<file path="src/rtl/bitty_pkg.sv">
// bitty_pkg: shared fetch FSM states, instruction field positions and default watchdog limit.
package bitty_pkg;
    typedef enum logic [2:0] {
        S_IDLE,
        S_FETCH,
        S_ISSUE,
        S_STEP_S,
        S_STEP_C,
        S_WAIT_DONE,
        S_HALTED,
        S_ERROR
    } fetch_state_t;
    localparam int RX_MSB      = 15;
    localparam int RY_MSB      = 12;
    localparam int SEL_LSB     = 2;
    localparam int DEF_TIMEOUT = 15;
endpackage

</file>
<file path="src/rtl/bitty_fetch_if.sv">
// bitty_fetch_if: program-load bus plus control-unit handshake between host and fetch unit.
interface bitty_fetch_if #(
    parameter int ADDR_W = 8,
    parameter int DATA_W = 16
);
    logic              start;
    logic [ADDR_W-1:0] end_addr;
    logic              wr_en;
    logic [ADDR_W-1:0] wr_addr;
    logic [DATA_W-1:0] wr_data;
    logic              done;
    logic [DATA_W-1:0] instruction;
    logic              en_i;
    logic              en_s;
    logic              en_c;
    logic [ADDR_W-1:0] pc;
    logic              busy;
    logic              halted;
    logic              error;
    modport master (
        output start, end_addr, wr_en, wr_addr, wr_data, done,
        input  instruction, en_i, en_s, en_c, pc, busy, halted, error
    );
    modport slave (
        input  start, end_addr, wr_en, wr_addr, wr_data, done,
        output instruction, en_i, en_s, en_c, pc, busy, halted, error
    );
endinterface

</file>
<file path="src/rtl/bitty_imem.sv">
// bitty_imem: DEPTH x DATA_W instruction memory, single write port, registered read.
module bitty_imem #(
    parameter int ADDR_W = 8,
    parameter int DEPTH  = 256,
    parameter int DATA_W = 16
) (
    input  logic              clk,
    input  logic              reset,
    input  logic              i_wr_en,
    input  logic [ADDR_W-1:0] i_wr_addr,
    input  logic [DATA_W-1:0] i_wr_data,
    input  logic              i_rd_en,
    input  logic [ADDR_W-1:0] i_rd_addr,
    output logic [DATA_W-1:0] o_rd_data
);
    logic [DATA_W-1:0] r_mem [DEPTH];
    always_ff @(posedge clk)
        if (i_wr_en && 32'(i_wr_addr) < DEPTH)
            r_mem[i_wr_addr] <= i_wr_data;
    // The read register is the instruction register, so it alone is reset.
    always_ff @(posedge clk or posedge reset)
        if (reset)
            o_rd_data <= '0;
        else if (i_rd_en)
            o_rd_data <= 32'(i_rd_addr) < DEPTH ? r_mem[i_rd_addr] : '0;
endmodule

</file>
<file path="src/rtl/bitty_fetch_unit.sv">
// bitty_fetch_unit: sequences instructions into the bitty control unit with a done watchdog.
// Define BITTY_FETCH_LOOP_EN to restart at pc 0 after the last instruction instead of halting.
module bitty_fetch_unit import bitty_pkg::*; #(
    parameter int ADDR_W  = 8,
    parameter int DEPTH   = 256,
    parameter int DATA_W  = 16,
    parameter int TIMEOUT = DEF_TIMEOUT
) (
    input logic          clk,
    input logic          reset,
    bitty_fetch_if.slave fetch
);
    localparam int WD_W = $clog2(TIMEOUT + 1);
    fetch_state_t      r_state, w_state_nxt;
    logic [ADDR_W-1:0] r_pc, w_pc_nxt, r_end, w_end_nxt;
    logic [WD_W-1:0]   r_wdog, w_wdog_nxt;
    logic [DATA_W-1:0] w_instr;
    logic              w_busy, w_at_end;
    always_ff @(posedge clk or posedge reset)
        if (reset) begin
            r_state <= S_IDLE;
            r_pc    <= '0;
            r_end   <= '0;
            r_wdog  <= '0;
        end else begin
            r_state <= w_state_nxt;
            r_pc    <= w_pc_nxt;
            r_end   <= w_end_nxt;
            r_wdog  <= w_wdog_nxt;
        end
    assign w_at_end = r_pc == r_end;
    always_comb begin
        w_state_nxt = r_state;
        w_pc_nxt    = r_pc;
        w_end_nxt   = r_end;
        w_wdog_nxt  = r_wdog;
        case (r_state)
            S_IDLE, S_HALTED:
                if (fetch.start) begin
                    w_state_nxt = S_FETCH;
                    w_pc_nxt    = '0;
                    w_end_nxt   = fetch.end_addr;
                end
            S_FETCH:  w_state_nxt = S_ISSUE;
            S_ISSUE:  w_state_nxt = S_STEP_S;
            S_STEP_S: w_state_nxt = S_STEP_C;
            S_STEP_C: begin
                w_state_nxt = S_WAIT_DONE;
                w_wdog_nxt  = '0;
            end
            S_WAIT_DONE: begin
                w_wdog_nxt = r_wdog + 1'b1;
                // done wins over a watchdog expiring in the same cycle
                if (fetch.done) begin
`ifdef BITTY_FETCH_LOOP_EN
                    w_state_nxt = S_FETCH;
                    w_pc_nxt    = w_at_end ? '0 : r_pc + 1'b1;
`else
                    w_state_nxt = w_at_end ? S_HALTED : S_FETCH;
                    w_pc_nxt    = w_at_end ? r_pc : r_pc + 1'b1;
`endif
                end else if (r_wdog == WD_W'(TIMEOUT - 1))
                    w_state_nxt = S_ERROR;
            end
            default: ;
        endcase
    end
    assign w_busy = !(r_state inside {S_IDLE, S_HALTED, S_ERROR});
    bitty_imem #(.ADDR_W(ADDR_W), .DEPTH(DEPTH), .DATA_W(DATA_W)) u_imem (
        .clk       (clk),
        .reset     (reset),
        .i_wr_en   (fetch.wr_en && !w_busy),
        .i_wr_addr (fetch.wr_addr),
        .i_wr_data (fetch.wr_data),
        .i_rd_en   (r_state == S_FETCH),
        .i_rd_addr (r_pc),
        .o_rd_data (w_instr)
    );
    assign fetch.instruction = w_instr;
    assign fetch.en_i        = r_state == S_ISSUE;
    assign fetch.en_s        = r_state == S_STEP_S;
    assign fetch.en_c        = r_state == S_STEP_C;
    assign fetch.pc          = r_pc;
    assign fetch.busy        = w_busy;
    assign fetch.halted      = r_state == S_HALTED;
    assign fetch.error       = r_state == S_ERROR;
endmodule

</file>
<file path="src/flat_wrapper.sv">
// flat-port wrapper written by rule: the top's interface ports become plain ports
module bitty_fetch_unit_flat import bitty_pkg::*;
#(
    parameter int ADDR_W  = 8,
    parameter int DEPTH   = 256,
    parameter int DATA_W  = 16,
    parameter int TIMEOUT = DEF_TIMEOUT
)
  (clk, reset, fetch_start, fetch_end_addr, fetch_wr_en, fetch_wr_addr, fetch_wr_data, fetch_done, fetch_instruction, fetch_en_i, fetch_en_s, fetch_en_c, fetch_pc, fetch_busy, fetch_halted, fetch_error);
  bitty_fetch_if #(.ADDR_W(ADDR_W), .DATA_W(DATA_W)) fetch_i ();
  input logic clk;
  input logic reset;
  input wire logic [$bits(fetch_i.start)-1:0] fetch_start;
  input wire logic [$bits(fetch_i.end_addr)-1:0] fetch_end_addr;
  input wire logic [$bits(fetch_i.wr_en)-1:0] fetch_wr_en;
  input wire logic [$bits(fetch_i.wr_addr)-1:0] fetch_wr_addr;
  input wire logic [$bits(fetch_i.wr_data)-1:0] fetch_wr_data;
  input wire logic [$bits(fetch_i.done)-1:0] fetch_done;
  output wire logic [$bits(fetch_i.instruction)-1:0] fetch_instruction;
  output wire logic [$bits(fetch_i.en_i)-1:0] fetch_en_i;
  output wire logic [$bits(fetch_i.en_s)-1:0] fetch_en_s;
  output wire logic [$bits(fetch_i.en_c)-1:0] fetch_en_c;
  output wire logic [$bits(fetch_i.pc)-1:0] fetch_pc;
  output wire logic [$bits(fetch_i.busy)-1:0] fetch_busy;
  output wire logic [$bits(fetch_i.halted)-1:0] fetch_halted;
  output wire logic [$bits(fetch_i.error)-1:0] fetch_error;
  assign fetch_i.start = fetch_start;
  assign fetch_i.end_addr = fetch_end_addr;
  assign fetch_i.wr_en = fetch_wr_en;
  assign fetch_i.wr_addr = fetch_wr_addr;
  assign fetch_i.wr_data = fetch_wr_data;
  assign fetch_i.done = fetch_done;
  assign fetch_instruction = fetch_i.instruction;
  assign fetch_en_i = fetch_i.en_i;
  assign fetch_en_s = fetch_i.en_s;
  assign fetch_en_c = fetch_i.en_c;
  assign fetch_pc = fetch_i.pc;
  assign fetch_busy = fetch_i.busy;
  assign fetch_halted = fetch_i.halted;
  assign fetch_error = fetch_i.error;
  bitty_fetch_unit #(.ADDR_W(ADDR_W), .DEPTH(DEPTH), .DATA_W(DATA_W), .TIMEOUT(TIMEOUT)) u_core (.clk(clk), .reset(reset), .fetch(fetch_i));
endmodule
</file>
<file path="config.mk">
export PLATFORM = sky130hd
export DESIGN_NAME = bitty_fetch_unit_flat
export DESIGN_NICKNAME = d
export VERILOG_FILES = /design/src/rtl/bitty_pkg.sv /design/src/rtl/bitty_fetch_if.sv /design/src/rtl/bitty_imem.sv /design/src/rtl/bitty_fetch_unit.sv /design/src/flat_wrapper.sv
export SDC_FILE = /design/constraint.sdc
export NUM_CORES = 2
export LEC_CHECK = 0
export BUFFER_PORTS_ARGS = -buffer_cell sky130_fd_sc_hd__buf_4
export CAP_MARGIN = 20
export CELL_PAD_IN_SITES_DETAIL_PLACEMENT = 1
export CELL_PAD_IN_SITES_GLOBAL_PLACEMENT = 1
export CORE_UTILIZATION = 40
export DETAILED_ROUTE_END_ITERATION = 8
export PLACE_DENSITY = 0.63
export SYNTH_ARGS = -nofsm -noshare
export SYNTH_HDL_FRONTEND = slang
export SYNTH_HIERARCHICAL = 1
export SYNTH_SLANG_ARGS = --single-unit
</file>
<file path="constraint.sdc">
create_clock -name clk -period 3.4 [get_ports clk]
set_clock_uncertainty 0.05 [all_clocks]
set_input_delay 0.68 -clock clk [delete_from_list [all_inputs] [get_ports clk]]
set_output_delay 0.68 -clock clk [all_outputs]
set_load 0.01 [all_outputs]
</file>
==> flow_summary.toml <==
[global_route]
globalRouteOverflowTotal = 0
grt_pass1_vias = 87440
grtUsageTotal = 0.2422
antenna_found_initial = 36
grt_max_degree = 113
grt_pass1_wl_um = 694700

[routing]
drt-total-wl_um = 501500
via_per_inst = 6.012
dr.pass1.iters = 6
route.detailed.drc = 0
drtAntennaViolNets = 0
dr_total_vias = 85673
drtIter0Drc = 10693
wire_per_inst_um = 35.19

[sta]
worst_pin_slew_ns = 1.310
relSlewSlack = 0.1268
finalMaxSlewViolations = 0
fmax_mhz = 289.2
finalSetupViolations = 4
final_hold_viol_count = 0
min_period_ns = 3.458
rsz0062_at_grt = "yes"
fin_crit_sh = 1.017
fin_setup_tns_ns = -0.1161
worst_slack_ns = -0.05769

[logic_synthesis]
synth_cell_type_count = 81
syn_avg_cell_area_um2 = 21.14
synthFlopType = "edfxtp_1"
syn_area_um2 = 160800
synthArstFlopShare = 0.009432
yosys_warnings = 6
ys_seq_area_frac = 0.7710
syn_inst = 7606
synth_seq_cells = 4135
synth_edf_count = 4096
synth_nets = 7646

[worst_setup_path]
cp_max_fo = 29
critPathKind = "reg2reg"
worstPathRequired_ns = 4.20
crit_path_end_kind = "flop"
cp.arrival_ns = 4.25
cp-start-kind = "flop"

[die]
die_h_um = 636.0
num_io_pins = 67
rows = 232
die_w_um = 636.0
die_area_um2 = 404500
coreArea_um2 = 399700
initial_core_util = 0.4023

[placement]
dp_cells = 13423
io_buffers = 66
dpl_cell_area_um2 = 174100
place_worst_setup_slack_ns = -0.5028
dp_hpwl_um = 315400
gp_congestion = 0.8429

[power_and_ir_drop]
swShare = 0.2847
p_sw_mw = 38.18
power.density_nw_per_um2 = 712.8
leakagePower_nw = 59.98
comb_power_share = 0.235
seq_power_share = 0.423
p_total_mw = 134.1
ir_drop_v = 0.0004679
p_clk_frac = 0.342
p_int_mw = 95.93

[clocking]
cts_inserted_buffers = 422
htree_levels = 5
insertion_delay_ns = 0.96
clk_pin_slew_ns = 0.06
clk_path_buf_depth = 4
clockRootBuffer = "clkbuf_16"
cts.sinks = 4135
cts_tree = "built"

[hold_path]
hold_path.class = "in2reg"

[layout]
fillers = 36296
drive_above_1_share = 0.2823
nNetsFinal = 8647
fin_area_um2 = 188200
layoutNonFillerInstCount = 14251
area_growth_pct = 17.01

[flow_run]
drv_cap = 0

[status]
violations = "negative setup slack"
outcome = "complete, but fails checks"
==> critical path, stage by stage, from the launching register on <==
cell      delay [ns]
dfrtp_4         0.49
buf_12          0.20
buf_12          0.18
buf_12          0.24
mux4_1          0.58
a22oi_1         0.18
nand3_1         0.43
and4_1          0.37
nand4_1         0.23
buf_4           0.19
o221ai_1        0.11
==> state kept, by name (all words and copies together), names as in the netlist <==
| signal | cells |
|---|---|
| u_core/u_imem/o_rd_data | 16 |
| u_core/u_imem/r_mem | 4096 |
| u_core/r_wdog | 4 |
| u_core/r_state | 3 |
| u_core/r_end | 8 |
| u_core/fetch.pc | 8 |
==> cells in the mapped netlist (all sizes together) (10+ instances only) <==
library cell | count | share of area
nor2b | 18 | 0.00070
nor3 | 49 | 0.0015
and3 | 11 | 0.00043
o221ai | 121 | 0.0067
mux2i | 623 | 0.039
clkbuf | 175 | 0.0045
a211oi | 80 | 0.0038
edfxtp | 4096 | 0.76
a22oi | 133 | 0.0062
inv | 22 | 0.00051
a21oi | 110 | 0.0034
dfrtp | 39 | 0.0061
nor2 | 328 | 0.0077
nand2b | 13 | 0.00051
nand4 | 42 | 0.0016
o22ai | 170 | 0.0067
a22o | 25 | 0.0014
mux4 | 736 | 0.10
a221oi | 50 | 0.0029
a211o | 15 | 0.00082
o21ai | 93 | 0.0029
nand2 | 127 | 0.0030
nand3 | 62 | 0.0019
o211ai | 10 | 0.00047
a2111oi | 31 | 0.0020
buf | 279 | 0.018
mux2 | 51 | 0.0036
==> through the flow <==
step / hold WS (ns) / util
3_5_place_dp: 0.4601 / 0.4355
6_report: 0.1189 / 0.4707
5_1_grt: 0.1267 / 0.4707
3_3_place_gp: 0.4472 / 0.4354
4_1_cts: 0.09875 / 0.4704
2_1_floorplan: 0.4346 / -
==> layout by cell type (no fill, tap or decap), types with 10 or more instances in the layout <==
master,synthesis,final
a2111oi_0,14,12
nor2_1,327,221
a211oi_1,79,71
o221ai_1,118,117
nor2b_1,18,11
o21ai_1,11,12
clkbuf_16,0,430
edfxtp_1,4096,4096
nand3_1,62,59
and3_1,11,10
o21ai_0,82,80
o22ai_1,168,166
nor2_2,1,104
o211ai_1,10,10
nand2b_1,13,12
dlygate4sd3_1,1,12
a2111oi_1,12,13
clkinv_2,0,75
bufinv_16,0,36
buf_12,36,173
a22o_1,24,24
a22oi_1,133,128
mux2i_1,623,621
nand2_1,127,127
a211o_1,15,15
clkbuf_1,161,77
dfrtp_1,39,34
nor3_1,49,44
buf_4,37,824
inv_1,21,19
a221oi_1,46,45
mux4_2,677,677
diode_2,0,20
mux4_1,59,59
buf_8,39,15
clkinv_1,1,123
clkinvlp_4,0,19
a21oi_1,109,107
mux2_2,49,49
nand4_1,42,42
==> power groups by stage <==
stage / clock network (mW) / registers [mW] / logic, mW
final: 45.8 / 56.8 / 31.5
after floorplan: 0 / 57.6 / 20.0
after CTS: 46.4 / 56.8 / 31.5
after global routing: 48.1 / 56.7 / 32.8
after global placement: 0 / 57.9 / 30.6
after detailed placement: 0 / 57.9 / 31.0
==> logic make-up after synthesis <==
family	synth area share
adder cells (fa/ha/maj)	0.0002335
buffers and inverters	0.02289
multiplexers	0.1468
XOR/XNOR	0.0004902
AND/OR/NAND/NOR	0.02022
AO/OA/AOI/OAI	0.03838
flip-flops	0.7710
==> worst paths after layout <==
kind,from,endpoint,slack [ns],depth (start not counted)
max in group asynchronous,reset,u_core/u_imem/o_rd_data[7],2.58,5
worst min-delay path,fetch_wr_data[6],u_core/u_imem/r_mem[46][6],0.12,1
worst max-delay path,u_core/fetch.pc[0],u_core/u_imem/o_rd_data[2],-0.06,10
worst max register to register,u_core/fetch.pc[0],u_core/u_imem/o_rd_data[2],-0.06,10
min in group asynchronous,reset,u_core/u_imem/o_rd_data[0],0.29,4
worst min register to register,u_core/r_end[4],u_core/r_end[4],0.47,1
==> final cells by class <==
cell class	count	area [um^2]	area share
antenna	20	50.05	0.0002660
multi-input combinational	2989	33720	0.1792
sequential	4135	124000	0.6590
clock inverter	276	2486	0.01321
tap	5265	6588	0.03501
timing repair buffer	1036	10190	0.05415
clock buffer	507	11040	0.05866
inverter	23	91.34	0.0004854
==> per-layer routing <==
| layer | global-route usage | share of wire | vias to the layer above |
|---|---|---|---|
| met5 | 0.0004726 | 0.00011 | - |
| met4 | 0.08279 | 0.037 | 8 |
| met3 | 0.03700 | 0.077 | 746 |
| li1 | - | - | 34067 |
| met1 | 0.3391 | 0.41 | 46833 |
| met2 | 0.3884 | 0.47 | 4019 |
==> timing repair <==
| action | in CTS | in global routing |
|---|---|---|
| buffers inserted | 11 | 1 |
| pin swaps | 6 | 2 |
| hold buffers | 12 | 0 |
| hold endpoints to repair | 49 | 0 |
| setup endpoints to repair | 16 | 8 |
| resized for setup | 40 | 13 |
| gates cloned | 0 | 1 |
No activity file was read; power rests on OpenSTA's default activity.
